[config.mk]
export PLATFORM = sky130hd
export DESIGN_NAME = tcam_match_encoder
export DESIGN_NICKNAME = d
export VERILOG_FILES = /design/src/rtl/tcam_match_encoder.sv
export SDC_FILE = /design/constraint.sdc
export NUM_CORES = 1
export LEC_CHECK = 0
export BUFFER_PORTS_ARGS = -buffer_cell sky130_fd_sc_hd__clkbuf_2
export CAP_MARGIN = 40
export CORE_MARGIN = 4
export CORE_UTILIZATION = 54
export CTS_CLUSTER_SIZE = 30
export DETAILED_ROUTE_END_ITERATION = 8
export PLACE_DENSITY = 0.82
export SLEW_MARGIN = 20
export SYNTH_ARGS = -nofsm -noshare
export SYNTH_HDL_FRONTEND = slang
export SYNTH_SLANG_ARGS = --single-unit
[constraint.sdc]
create_clock -name clk -period 2.87 [get_ports clk]
set_input_delay 0.1435 -clock clk [delete_from_list [all_inputs] [get_ports clk]]
set_output_delay 0.1435 -clock clk [all_outputs]
set_load 0.05 [all_outputs]
[src/rtl/tcam_match_encoder.sv]
// TCAM match-line priority encoder: two registered encode stages feeding a
// result FIFO with afull credit. Define MATCH_COUNT_EN to add the ocnt popcount output.
`default_nettype none

module tcam_match_encoder #(
  parameter int N   = 32,
  parameter int SEG = 8,
  parameter int AW  = 5,
  parameter int TW  = 8,
  parameter int FD  = 8,
  parameter int K   = 3
) (
  input  logic          clk,
  input  logic          rst,
  input  logic          mvld,
  input  logic [N-1:0]  mline,
  input  logic [TW-1:0] itag,
  output logic          ovld,
  input  logic          ordy,
  output logic          ohit,
  output logic [AW-1:0] oaddr,
  output logic          omulti,
  output logic [TW-1:0] otag,
`ifdef MATCH_COUNT_EN
  output logic [AW:0]   ocnt,
`endif
  output logic          afull,
  output logic          ovf
);

  localparam int NS  = N / SEG;
  localparam int SAW = $clog2(SEG);
  localparam int FAW = $clog2(FD);

  typedef struct packed {
    logic          hit;
    logic [AW-1:0] addr;
    logic          multi;
    logic [TW-1:0] tag;
`ifdef MATCH_COUNT_EN
    logic [AW:0]   cnt;
`endif
  } res_t;

  // stage 1: per-segment encode
  logic [SEG-1:0] seg;
  logic [NS-1:0]  c_hit;
  logic [NS-1:0]  c_multi;
  logic [SAW-1:0] c_idx [NS];
`ifdef MATCH_COUNT_EN
  logic [SAW:0]   c_cnt [NS];
`endif

  always_comb begin
    seg = '0;
    for (int s = 0; s < NS; s++) begin
      seg        = mline[s*SEG +: SEG];
      c_hit[s]   = |seg;
      // clearing the lowest set bit leaves something only when two or more were set
      c_multi[s] = |(seg & (seg - SEG'(1)));
      c_idx[s]   = '0;
      for (int b = SEG - 1; b >= 0; b--) begin
        if (seg[b]) c_idx[s] = SAW'(b);
      end
`ifdef MATCH_COUNT_EN
      c_cnt[s] = '0;
      for (int b = 0; b < SEG; b++) begin
        c_cnt[s] = c_cnt[s] + (SAW+1)'(seg[b]);
      end
`endif
    end
  end

  logic           s1_vld;
  logic [TW-1:0]  s1_tag;
  logic [NS-1:0]  s1_hit;
  logic [NS-1:0]  s1_multi;
  logic [SAW-1:0] s1_idx [NS];
`ifdef MATCH_COUNT_EN
  logic [SAW:0]   s1_cnt [NS];
`endif

  always_ff @(posedge clk) begin
    if (!rst) s1_vld <= 1'b0;
    else      s1_vld <= mvld;
  end

  always_ff @(posedge clk) begin
    if (mvld) begin
      s1_tag   <= itag;
      s1_hit   <= c_hit;
      s1_multi <= c_multi;
      s1_idx   <= c_idx;
`ifdef MATCH_COUNT_EN
      s1_cnt   <= c_cnt;
`endif
    end
  end

  // stage 2: pick the lowest hitting segment
  res_t n_res;
  logic higher;

  always_comb begin
    n_res     = '0;
    n_res.tag = s1_tag;
    higher    = 1'b0;
    for (int s = NS - 1; s >= 0; s--) begin
      if (s1_hit[s]) begin
        n_res.hit   = 1'b1;
        n_res.addr  = AW'(s * SEG) | AW'(s1_idx[s]);
        n_res.multi = s1_multi[s] | higher;
      end
      higher = higher | s1_hit[s];
    end
`ifdef MATCH_COUNT_EN
    for (int s = 0; s < NS; s++) begin
      n_res.cnt = n_res.cnt + (AW+1)'(s1_cnt[s]);
    end
`endif
  end

  logic s2_vld;
  res_t s2_res;

  always_ff @(posedge clk) begin
    if (!rst) s2_vld <= 1'b0;
    else      s2_vld <= s1_vld;
  end

  always_ff @(posedge clk) begin
    if (s1_vld) s2_res <= n_res;
  end

  // result FIFO
  res_t           mem [FD];
  logic [FAW-1:0] wr_ptr;
  logic [FAW-1:0] rd_ptr;
  logic [FAW:0]   occ;
  logic           full;
  logic           rd_en;
  logic           wr_en;
  logic [FAW+1:0] credit;
  res_t           head;

  assign full   = (occ == (FAW+1)'(FD));
  assign ovld   = (occ != '0);
  assign rd_en  = ovld & ordy;
  // a read in the same cycle frees the slot, so a full FIFO still accepts
  assign wr_en  = s2_vld & (~full | rd_en);
  assign credit = (FAW+2)'(occ) + (FAW+2)'(s1_vld) + (FAW+2)'(s2_vld);

  always_ff @(posedge clk) begin
    if (wr_en) mem[wr_ptr] <= s2_res;
  end

  always_ff @(posedge clk) begin
    if (!rst) begin
      wr_ptr <= '0;
      rd_ptr <= '0;
      occ    <= '0;
      ovf    <= 1'b0;
      afull  <= 1'b0;
    end else begin
      if (wr_en) wr_ptr <= wr_ptr + FAW'(1);
      if (rd_en) rd_ptr <= rd_ptr + FAW'(1);
      case ({wr_en, rd_en})
        2'b10:   occ <= occ + (FAW+1)'(1);
        2'b01:   occ <= occ - (FAW+1)'(1);
        default: occ <= occ;
      endcase
      if (s2_vld && full && !rd_en) ovf <= 1'b1;
      afull <= (credit >= (FAW+2)'(FD - K));
    end
  end

  // head fields read 0 whenever nothing is buffered, including just after reset
  assign head   = ovld ? mem[rd_ptr] : '0;
  assign ohit   = head.hit;
  assign oaddr  = head.addr;
  assign omulti = head.multi;
  assign otag   = head.tag;
`ifdef MATCH_COUNT_EN
  assign ocnt   = head.cnt;
`endif

endmodule

`default_nettype wire

==> run_results.csv <==
group,metric,value,unit
final_layout,antenna-diode-count,0,
final_layout,area_delta_synth_final,16.87,%
worst_setup_path,critPathMaxFanout,17,
final_layout,layout-drive-gt1-share,25.71,%
power,p_sw_share,24.85,%
worst_setup_path,setup.worst_path.start_class,"flip-flop",
logic_synthesis,ys_seq_elements,180,
power,power.leakage,2.913,nW
logic_synthesis,synth_top_cell_by_area,"edfxtp_1",
clock_network,htree_levels,4,
worst_setup_path,crit_chain,"buf_12, mux4_2, mux2i_1, nor2_1, clkbuf_2",
worst_setup_path,cp_top_family,"multiplexers",
global_route,antenna_found_initial,0,
die,die_area,15710,um^2
worst_hold_path,hp-class,"primary input to flip-flop",
final_layout,layout_common_cells,"edfxtp_1, clkbuf_2, nor2_1",
drt,wl_per_cell,19.77,um
clock_network,numCtsBuffers,17,
logic_synthesis,netlist_top_cells_area,"edfxtp_1, mux4_2, dfxtp_1",
clock_network,cts_sinks,180,
final_layout,layout_commonest_cell,"edfxtp_1",
flow_run,drv_cap,0,
sta,rsz0062_at_grt,"false",
power,switching_power,1.490,mW
worst_setup_path,path_depth,5,
global_route,grt_use_total,19.30,%
sta,finalSetupViolations,0,
drt,drc,0,
sta,max_freq,387.5,MHz
clock_network,cts_tree,"yes",
final_layout,nets,596,
clock_network,clkTransAtPathRegs,0.06,ns
placed_design,dp_hpwl,9.103,mm
placed_design,place.gp.congestion,0.7959,
power,power-per-cell-area,690.1,nW/um^2
clock_network,cts-root-buf,"clkbuf_16",
sta,final-hold-violation-count,0,
worst_setup_path,r2r_end,"mem[7][7]",
global_route,grt_first_pass_wirelength,23.16,mm
worst_setup_path,worst-path-buf-inv,2,
die,die_w,125.3,um
sta,skew,0.007757,ns
worst_setup_path,r2r_slack,0.49,ns
worst_setup_path,crit_path_end,"otag[3]",
worst_setup_path,path_class,"flip-flop to primary output",
worst_setup_path,slowest_stage,"dfxtp_2",
global_route,grt-ovfl-total,0,
logic_synthesis,yosys_most_used_dff,"edfxtp_1",
logic_synthesis,yosys.area.top_type_share,65.85,%
global_route,grt.busiest_layer,"met2",
clock_network,holdBufCountCts,8,
final_layout,final_area,8687,um^2
die,start_util,55.69,%
drt,drtPass1Iterations,5,
logic_synthesis,synthCells,462,
global_route,grt.met3_usage,3.966,%
global_route,grt_pass1_vias,4436,
clock_network,clk_latency,0.42,ns
power,power_frac_seq,50.8,%
drt,viasPerCell,5.883,
worst_setup_path,r2r_cells,4,
sta,relSlewSlack,46.18,%
logic_synthesis,synth_edf_count,163,
worst_setup_path,cp-end-kind,"primary output",
sta,fin_crit_sh,89.91,%
clock_network,postCtsSetupBuffers,0,
drt,drt_iter0_drc,441,
die,num_io_pins,62,
die,rows,42,
global_route,use_met2,33.57,%
drt,routed_wl,14.55,mm
die,die_y,125.3,um
sta,fin_setup_tns,0,ns
logic_synthesis,syn-mean-instance-area,16.09,um^2
final_layout,fillers,913,
power,intPower,4.505,mW
logic_synthesis,synthDistinctLibCells,48,
logic_synthesis,synth-seq-area-share,70.43,%
worst_hold_path,hp-start,"mline[16]",
sta,slew_violations,0,
global_route,grt_max_degree,31,
global_route,use_met1,24.32,%
placed_design,place_area,8019,um^2
logic_synthesis,yosys_warnings,0,
power,ir_worst_vdd,0.4533,mV
status,status,"finished, final reports clean",
worst_setup_path,cp.required,2.73,ns
sta,period_needed,2.580,ns
logic_synthesis,syn_area,7433,um^2
worst_setup_path,reg2reg_from,"occ[1]",
worst_setup_path,crit_arrival,2.44,ns
clock_network,max-clock-path-buffers,2,
placed_design,port_buffers,61,
clock_network,ctsResizeCount,0,
die,coreArea,13350,um^2
drt,antenna_left,0,
logic_synthesis,synthArstFlopShare,0,%
sta,worst_pin_slew,0.8029,ns
drt,num_vias,4330,
power,pwr-share-comb,11.8,%
power,power_frac_clock,37.4,%
logic_synthesis,synth_nets,511,
worst_setup_path,cp_slowest_stage_delay,0.68,ns
metal layers:
| layer | vias up | part of all wire (%) |
|---|---|---|
| li1 | 2000 | - |
| met1 | 2109 | 38 |
| met2 | 198 | 52 |
| met3 | 23 | 7.8 |
| met4 | 0 | 1.8 |
| met5 | - | 0 |
cell usage after synthesis, types with 7 or more instances:
cell and instances:
and2_1 7, clkbuf_1 10, nand2b_1 9, nor4_1 8, nor2_1 44, o21ai_0 10, a21oi_1 19, dfxtp_1 17
inv_1 10, nor3_1 16, mux2i_1 19, nand2_1 22, edfxtp_1 163, mux4_2 30
worst min path at each step:
stage | cells past startpoint | slack (ns) | endpoint
finish | 2 | 0.05 | s1_idx[3]
global route | 2 | 0.04 | s1_idx[3]
CTS | 2 | 0.04 | s1_idx[3]
detailed placement | 1 | 0.32 | s1_tag[0]
global placement | 1 | 0.32 | s1_tag[2]
floorplan | 0 | 0.24 | s1_tag[0]
logic make-up (layout without fill, tap and decap cells):
kind of cell / Yosys count / count (layout) / synth area share, %
DFF: 180 / 180 / 70.43
muxes: 49 / 49 / 11.65
adders and majority gates: 5 / 5 / 0.9426
AOI/OAI and AO/OA: 70 / 70 / 6.414
buffers and inverters: 27 / 125 / 1.549
xor gates and xnor gates: 4 / 4 / 0.4713
and+or+nand+nor: 127 / 127 / 8.551
registers in the layout, indices dropped and copies added (netlist names), 3 cells and up, named ones only:
| name | cells |
|---|---|
| mem | 120 |
| s2_res | 15 |
| s1_idx | 12 |
| s1_tag | 8 |
| occ | 4 |
| s1_hit | 4 |
| s1_multi | 4 |
| rd_ptr | 3 |
| wr_ptr | 3 |
cell type report:
cell class / count / area, um^2 / share of cell area [%]
Sequential cell: 180 / 5236 / 60.28
Timing Repair Buffer: 83 / 503.0 / 5.790
Inverter: 10 / 37.54 / 0.4321
Multi-Input combinational cell: 255 / 2110 / 24.28
Tap cell: 176 / 220.2 / 2.535
Clock inverter: 15 / 155.1 / 1.786
Clock buffer: 17 / 425.4 / 4.897
power by group through the flow:
| stage | sequential [mW] | combinational (mW) | clock [mW] |
|---|---|---|---|
| 2_1_floorplan | 3.04 | 0.528 | 0 |
| 3_3_place_gp | 3.09 | 0.684 | 0 |
| 3_5_place_dp | 3.10 | 0.700 | 0 |
| 4_1_cts | 3.05 | 0.717 | 2.26 |
| 5_1_grt | 3.06 | 0.765 | 2.41 |
| 6_report | 3.04 | 0.707 | 2.24 |
stage by stage:
step | setup WS [ns] | hold WS (ns) | utilization [%] | power [mW] | cells
finish | 0.2896 | 0.05093 | 65.08 | 5.995 | 736
global route | 0.09516 | 0.03847 | 65.08 | 6.228 | 736
CTS | 0.2157 | 0.03813 | 65.03 | 6.025 | 735
detailed placement | 0.4787 | 0.3222 | 60.08 | 3.800 | 695
global placement | 0.6120 | 0.3225 | 60.08 | 3.776 | 695
floorplan | 0.1725 | 0.2424 | - | 3.573 | 462
Power figures use the tool's default switching activity.
